[src/rtl/efuse_ctrl.sv]
// Read/program sequencer for a 32-bit eFuse macro: setup, strobe and hold timing for the macro.
// Optional EFUSE_PGM_VERIFY_EN adds a margin-read verify pass after programming.
module efuse_ctrl #(
  parameter int unsigned T_SETUP = 2,
  parameter int unsigned T_RD    = 4,
  parameter int unsigned T_PGM   = 100,
  parameter int unsigned T_HOLD  = 2
) (
  input  logic        clk,
  input  logic        rst,
  input  logic        read,
  input  logic        write,
  input  logic        margin_read,
  input  logic [31:0] data_write,
  output logic        rd_done,
  output logic        wr_done,
  output logic [31:0] data_read,
  output logic        pgm_err,
  output logic        efuse_csb,
  output logic        efuse_rden,
  output logic        efuse_pgmen,
  output logic        efuse_strobe,
  output logic        efuse_mr,
  output logic [4:0]  efuse_addr,
  input  logic [31:0] efuse_dout
);

  localparam logic [15:0] LP_SETUP = 16'(T_SETUP);
  localparam logic [15:0] LP_RD    = 16'(T_RD);
  localparam logic [15:0] LP_PGM   = 16'(T_PGM);
  localparam logic [15:0] LP_HOLD  = 16'(T_HOLD);

  typedef enum logic [3:0] {
    StIdle, StRdSetup, StRdStrobe, StRdHold, StRdDone,
    StPgScan, StPgSetup, StPgStrobe, StPgHold, StWrDone
  } state_e;

  state_e      r_state;
  logic [15:0] r_cnt;
  logic [31:0] r_wbuf;
  logic [4:0]  r_bit_idx;
  logic        r_verify;

  logic w_cnt_end;
  logic w_last_bit;
  assign w_cnt_end  = (r_cnt == 16'd1);
  assign w_last_bit = (r_bit_idx == 5'd31);

`ifndef EFUSE_PGM_VERIFY_EN
  assign pgm_err = 1'b0;
`endif

  always_ff @(posedge clk or posedge rst) begin
    if (rst) begin
      r_state      <= StIdle;
      r_cnt        <= 16'd0;
      r_wbuf       <= 32'd0;
      r_bit_idx    <= 5'd0;
      r_verify     <= 1'b0;
      rd_done      <= 1'b0;
      wr_done      <= 1'b0;
      data_read    <= 32'd0;
      efuse_csb    <= 1'b1;
      efuse_rden   <= 1'b0;
      efuse_pgmen  <= 1'b0;
      efuse_strobe <= 1'b0;
      efuse_mr     <= 1'b0;
      efuse_addr   <= 5'd0;
`ifdef EFUSE_PGM_VERIFY_EN
      pgm_err      <= 1'b0;
`endif
    end else begin
      rd_done <= 1'b0;
      wr_done <= 1'b0;
      unique case (r_state)
        StIdle: begin
          if (write || read) begin
            r_wbuf    <= data_write;
            efuse_mr  <= margin_read;
            r_bit_idx <= 5'd0;
            r_verify  <= 1'b0;
          end
          if (write) begin
            r_state <= StPgScan;
`ifdef EFUSE_PGM_VERIFY_EN
            pgm_err <= 1'b0;
`endif
          end else if (read) begin
            r_state    <= StRdSetup;
            r_cnt      <= LP_SETUP;
            efuse_csb  <= 1'b0;
            efuse_rden <= 1'b1;
          end
        end
        StRdSetup: begin
          if (w_cnt_end) begin
            r_state      <= StRdStrobe;
            r_cnt        <= LP_RD;
            efuse_strobe <= 1'b1;
          end else begin
            r_cnt <= r_cnt - 16'd1;
          end
        end
        StRdStrobe: begin
          if (w_cnt_end) begin
            r_state      <= StRdHold;
            r_cnt        <= LP_HOLD;
            efuse_strobe <= 1'b0;
            data_read    <= efuse_dout;
`ifdef EFUSE_PGM_VERIFY_EN
            // Only blown bits matter; extra 1s in the array are not a failure
            if (r_verify) pgm_err <= ((efuse_dout & r_wbuf) != r_wbuf);
`endif
          end else begin
            r_cnt <= r_cnt - 16'd1;
          end
        end
        StRdHold: begin
          if (w_cnt_end) begin
            efuse_csb  <= 1'b1;
            efuse_rden <= 1'b0;
            efuse_mr   <= 1'b0;
            r_verify   <= 1'b0;
            if (r_verify) begin
              r_state <= StWrDone;
              wr_done <= 1'b1;
            end else begin
              r_state <= StRdDone;
              rd_done <= 1'b1;
            end
          end else begin
            r_cnt <= r_cnt - 16'd1;
          end
        end
        StRdDone: r_state <= StIdle;
        StPgScan: begin
          if (r_wbuf[r_bit_idx]) begin
            r_state     <= StPgSetup;
            r_cnt       <= LP_SETUP;
            efuse_addr  <= r_bit_idx;
            efuse_csb   <= 1'b0;
            efuse_pgmen <= 1'b1;
          end else if (w_last_bit) begin
`ifdef EFUSE_PGM_VERIFY_EN
            r_state    <= StRdSetup;
            r_cnt      <= LP_SETUP;
            r_verify   <= 1'b1;
            efuse_csb  <= 1'b0;
            efuse_rden <= 1'b1;
            efuse_mr   <= 1'b1;
`else
            r_state <= StWrDone;
            wr_done <= 1'b1;
`endif
          end else begin
            r_bit_idx <= r_bit_idx + 5'd1;
          end
        end
        StPgSetup: begin
          if (w_cnt_end) begin
            r_state      <= StPgStrobe;
            r_cnt        <= LP_PGM;
            efuse_strobe <= 1'b1;
          end else begin
            r_cnt <= r_cnt - 16'd1;
          end
        end
        StPgStrobe: begin
          if (w_cnt_end) begin
            r_state      <= StPgHold;
            r_cnt        <= LP_HOLD;
            efuse_strobe <= 1'b0;
          end else begin
            r_cnt <= r_cnt - 16'd1;
          end
        end
        StPgHold: begin
          if (w_cnt_end) begin
            efuse_csb   <= 1'b1;
            efuse_pgmen <= 1'b0;
            if (w_last_bit) begin
`ifdef EFUSE_PGM_VERIFY_EN
              r_state    <= StRdSetup;
              r_cnt      <= LP_SETUP;
              r_verify   <= 1'b1;
              efuse_csb  <= 1'b0;
              efuse_rden <= 1'b1;
              efuse_mr   <= 1'b1;
`else
              r_state <= StWrDone;
              wr_done <= 1'b1;
`endif
            end else begin
              r_state   <= StPgScan;
              r_bit_idx <= r_bit_idx + 5'd1;
            end
          end else begin
            r_cnt <= r_cnt - 16'd1;
          end
        end
        StWrDone: begin
          r_state  <= StIdle;
          efuse_mr <= 1'b0;
        end
        default: r_state <= StIdle;
      endcase
    end
  end

endmodule

[config.mk]
export PLATFORM = sky130hd
export DESIGN_NAME = efuse_ctrl
export DESIGN_NICKNAME = d
export VERILOG_FILES = /design/src/rtl/efuse_ctrl.sv
export SDC_FILE = /design/constraint.sdc
export NUM_CORES = 1
export LEC_CHECK = 0
export CAP_MARGIN = 20
export CORE_UTILIZATION = 53
export CTS_BUF_LIST = sky130_fd_sc_hd__clkbuf_4 sky130_fd_sc_hd__clkbuf_8
export CTS_CLUSTER_SIZE = 8
export DETAILED_ROUTE_END_ITERATION = 12
export GPL_TIMING_DRIVEN = 0
export PLACE_DENSITY_LB_ADDON = 0.1
export SLEW_MARGIN = 30
export SYNTH_ARGS = -nofsm -noshare
export SYNTH_HDL_FRONTEND = slang
export SYNTH_SLANG_ARGS = --single-unit
[constraint.sdc]
create_clock -name clk -period 3.7 [get_ports clk]
set_input_delay 0.74 -clock clk [delete_from_list [all_inputs] [get_ports clk]]
set_output_delay 0.74 -clock clk [all_outputs]
set_load 0.05 [all_outputs]
==> summary.md <==
| Metric | Value |
|---|---|
| Hold_buf cts | `0` |
| Pleak | `2.86 nW` |
| Max incr delay on CP | `0.51 ns` |
| Via density | `5.70` |
| EDFF count, synth | `0` |
| Gate Count Post-Synth | `448` |
| Max-cap violation count | `0` |
| PwrDens | `296 nW/um^2` |
| Max Clock Skew | `0.00811 ns` |
| RSZ-0062 raised after global routing | `no` |
| Actual slew at the worst max-slew pin | `0.972 ns` |
| Gp weighted congestion | `0.927` |
| Later-pin clock latency in the skew report | `0.37 ns` |
| Initial antenna violation count | `0` |
| Synth area leaders | `dfrtp_1 (48%), mux2_2 (8.5%), mux2_1 (6.5%), a21oi_1 (2.8%), mux2i_1 (2.7%)` |
| Placeable Area | `9330 sq um` |
| Routed wire length | `11.9 mm` |
| WP buf/inv | `0` |
| Ant diodes | `0` |
| FMAX | `355 MHz` |
| I/O Pins | `114` |
| Die height | `101 microns` |
| First-pass GRT wire length | `20.2 mm` |
| Setup WS post-layout | `0.883 ns` |
| Cell mode on critical path | `ha_1` |
| Starting DRT DRC Count | `186` |
| Status | `completed` |
| Worst reg-to-reg path cell count | `9` |
| Hold path depth | `1` |
| Area leader, netlist | `dfrtp_1` |
| Share of cells above drive strength 1 | `17.0%` |
| Ys async rst share | `100%` |
| Number of global-route vias before repair | `4220` |
| Largest delay contributor family on the critical path | `simple AND/OR/NAND/NOR gates` |
| Most frequent cells in the layout | `clkdlybuf4s50_1 (112), dfrtp_1 (100), mux2_2 (39)` |
| Tcrit/Tclk final | `76.1%` |
| Fin crit period | `2.82 ns` |
| Required @ worst endpoint | `4.00 ns` |
| # port buffers | `112` |
| WP data arrival | `3.12 ns` |
| Synth warn | `0` |
| Crit path depth | `9` |
| GRT Total Usage | `25.7%` |
| Final setup vio count | `0` |
| CTS tree | `built` |
| Via Count | `4016` |
| Detailed-route DRC error count | `0` |
| CP Launch Type | `register` |
| Synth unique cells | `70` |
| Slowest CP cell | `dfrtp_1` |
| Net count after synthesis | `521` |
| Area Growth Syn to Fin | `29.1%` |
| Mapped Avg Cell Area | `11.5 sq um` |
| Crit path cell chain | `ha_1, and3_1, ha_1, or2b_1, a211oi_1, a2bb2oi_1, nand2_1, or4_1, a21oi_1` |
| Critical path fanouts, max | `10` |
| CTS clk-pin slew, worst paths | `0.10 ns` |
| Remaining global-route overflow | `0` |
| Place WS | `0.623 ns` |
| Die W | `101 microns` |
| Die ar. | `10100 sq um` |
| CP Capture Type | `register` |
| CTS sink cnt | `101` |
| Final #Nets | `645` |
| CTS Buf Count | `9` |
| CTS resizes | `0` |
| Initial core utilization | `55.3%` |
| Routed WL per cell | `16.9 microns` |
| H-tree depth | `3` |
| Largest net degree at the start of global routing | `63` |
| Critical setup path kind | `register to register` |
| #FFs+latches synth | `101` |
| Slew margin rel. | `34.7%` |
| FP Rows | `35` |
| Worst VDD drop | `0.000265 V` |
| Register area share after synthesis | `49.0%` |
| Ys flop type | `dfrtp_1` |
| Hpwl dp | `8.95 mm` |
| Setup Buffers After CTS | `0` |
| Fin. max-slew vios | `0` |
| Final Hold Viols | `0` |
| Type of the worst min-delay path | `register to register` |
| Most common cell after layout, fill and taps aside | `clkdlybuf4s50_1` |
| Root Buffer | `clkbuf_8` |
| Final Util | `71.4%` |
| Post-synth top area share | `48.5%` |
| Drt pass-1 iters | `5` |
| Clk buf depth | `2` |
| Post-Syn Area | `5160 sq um` |
| Final ANT Viol Nets | `0` |
[Yosys cell counts, types with 3 or more instances]
| library cell | n |
|---|---|
| nand2_1 | 25 |
| mux2i_1 | 14 |
| o31ai_1 | 5 |
| nor2b_1 | 7 |
| nor3_1 | 12 |
| nand3b_1 | 3 |
| mux2_2 | 39 |
| nand3_1 | 6 |
| clkbuf_8 | 5 |
| nand2b_1 | 6 |
| o21a_1 | 4 |
| nand4_1 | 4 |
| dfrtp_1 | 100 |
| mux2_1 | 30 |
| o22ai_1 | 3 |
| nor3b_1 | 4 |
| o21ai_0 | 22 |
| ha_1 | 4 |
| buf_2 | 6 |
| buf_6 | 4 |
| a21oi_1 | 29 |
| nor4_2 | 3 |
| clkbuf_1 | 7 |
| nor2_1 | 20 |
| a41oi_1 | 4 |
| a2bb2oi_1 | 3 |
| or4_1 | 3 |
| o211ai_1 | 3 |
| inv_1 | 13 |
| a211oi_1 | 4 |
[worst reg2reg max path: stages (launching register included)]
cell and delay [ns]:
dfrtp_1 0.51, ha_1 0.27, and3_1 0.19, ha_1 0.26, or2b_1 0.25, a211oi_1 0.24, a2bb2oi_1 0.17, nand2_1 0.20
or4_1 0.51, a21oi_1 0.16
[sequential cells by signal (all words and copies together) (netlist names)]
signal / cells
data_read: 32
efuse_addr: 5
efuse_csb: 1
efuse_mr: 1
efuse_pgmen: 1
efuse_rden: 1
efuse_strobe: 1
r_bit_idx: 5
r_cnt: 16
r_state: 4
r_wbuf: 32
rd_done: 1
wr_done: 1
[routing by layer]
layer / routed length, microns / track usage (%)
met1: 5050 / 31.5
met4: 313 / 11.1
met3: 801 / 7.42
met2: 5760 / 42.5
met5: 0 / 0
[per-stage QoR]
step / hold WS (ns) / area [sq um] / instances / power (mW) / setup TNS (ns)
floorplan: 0.475 / 5160 / 448 / 1.21 / 0
global placement: 0.466 / 6440 / 689 / 1.30 / -113.74
detailed placement: 0.476 / 6480 / 690 / 1.31 / 0
CTS: 0.498 / 6660 / 704 / 1.99 / 0
global route: 0.514 / 6660 / 704 / 2.04 / 0
finish: 0.492 / 6660 / 704 / 1.97 / 0
[cells by family (layout without fill, tap and decap cells)]
kind of cell | Yosys count | in the layout | synth area share, %
muxes | 85 | 85 | 18.6
buffers and inverters | 37 | 164 | 4.53
and+or+nand+nor | 116 | 116 | 13.5
adders and majority gates | 4 | 4 | 0.970
DFF | 101 | 101 | 49.0
AOI/OAI and AO/OA | 104 | 104 | 13.4
other | 1 | 1 | 0.0726
[final cells by class]
type	instances	area, sq um
Fill cell	698	2670
Sequential cell	101	2530
Multi-Input combinational cell	310	2400
Timing Repair Buffer	113	1150
Buffer	24	185
Tap cell	129	161
Clock buffer	9	124
Clock inverter	5	61.3
Inverter	13	53.8
[final timing paths]
kind	start	to	slack [ns]
setup / recovery	r_bit_idx[0]	r_bit_idx[3]	0.88
hold / removal	data_read[3]	data_read[3]	0.49
setup reg to reg	r_bit_idx[0]	r_bit_idx[3]	0.88
hold reg to reg	data_read[3]	data_read[3]	0.49
max in group asynchronous	rst	efuse_csb	2.30
min in group asynchronous	rst	data_read[30]	0.73
[power breakdown]
part | switching (mW) | total (mW) | internal, mW | leakage, nW
logic | 0.0521 | 0.143 | 0.0912 | 1.49
registers | 0.0115 | 1.14 | 1.13 | 1.28
clock network | 0.381 | 0.692 | 0.310 | 0.0959
Power figures use the tool's default switching activity.
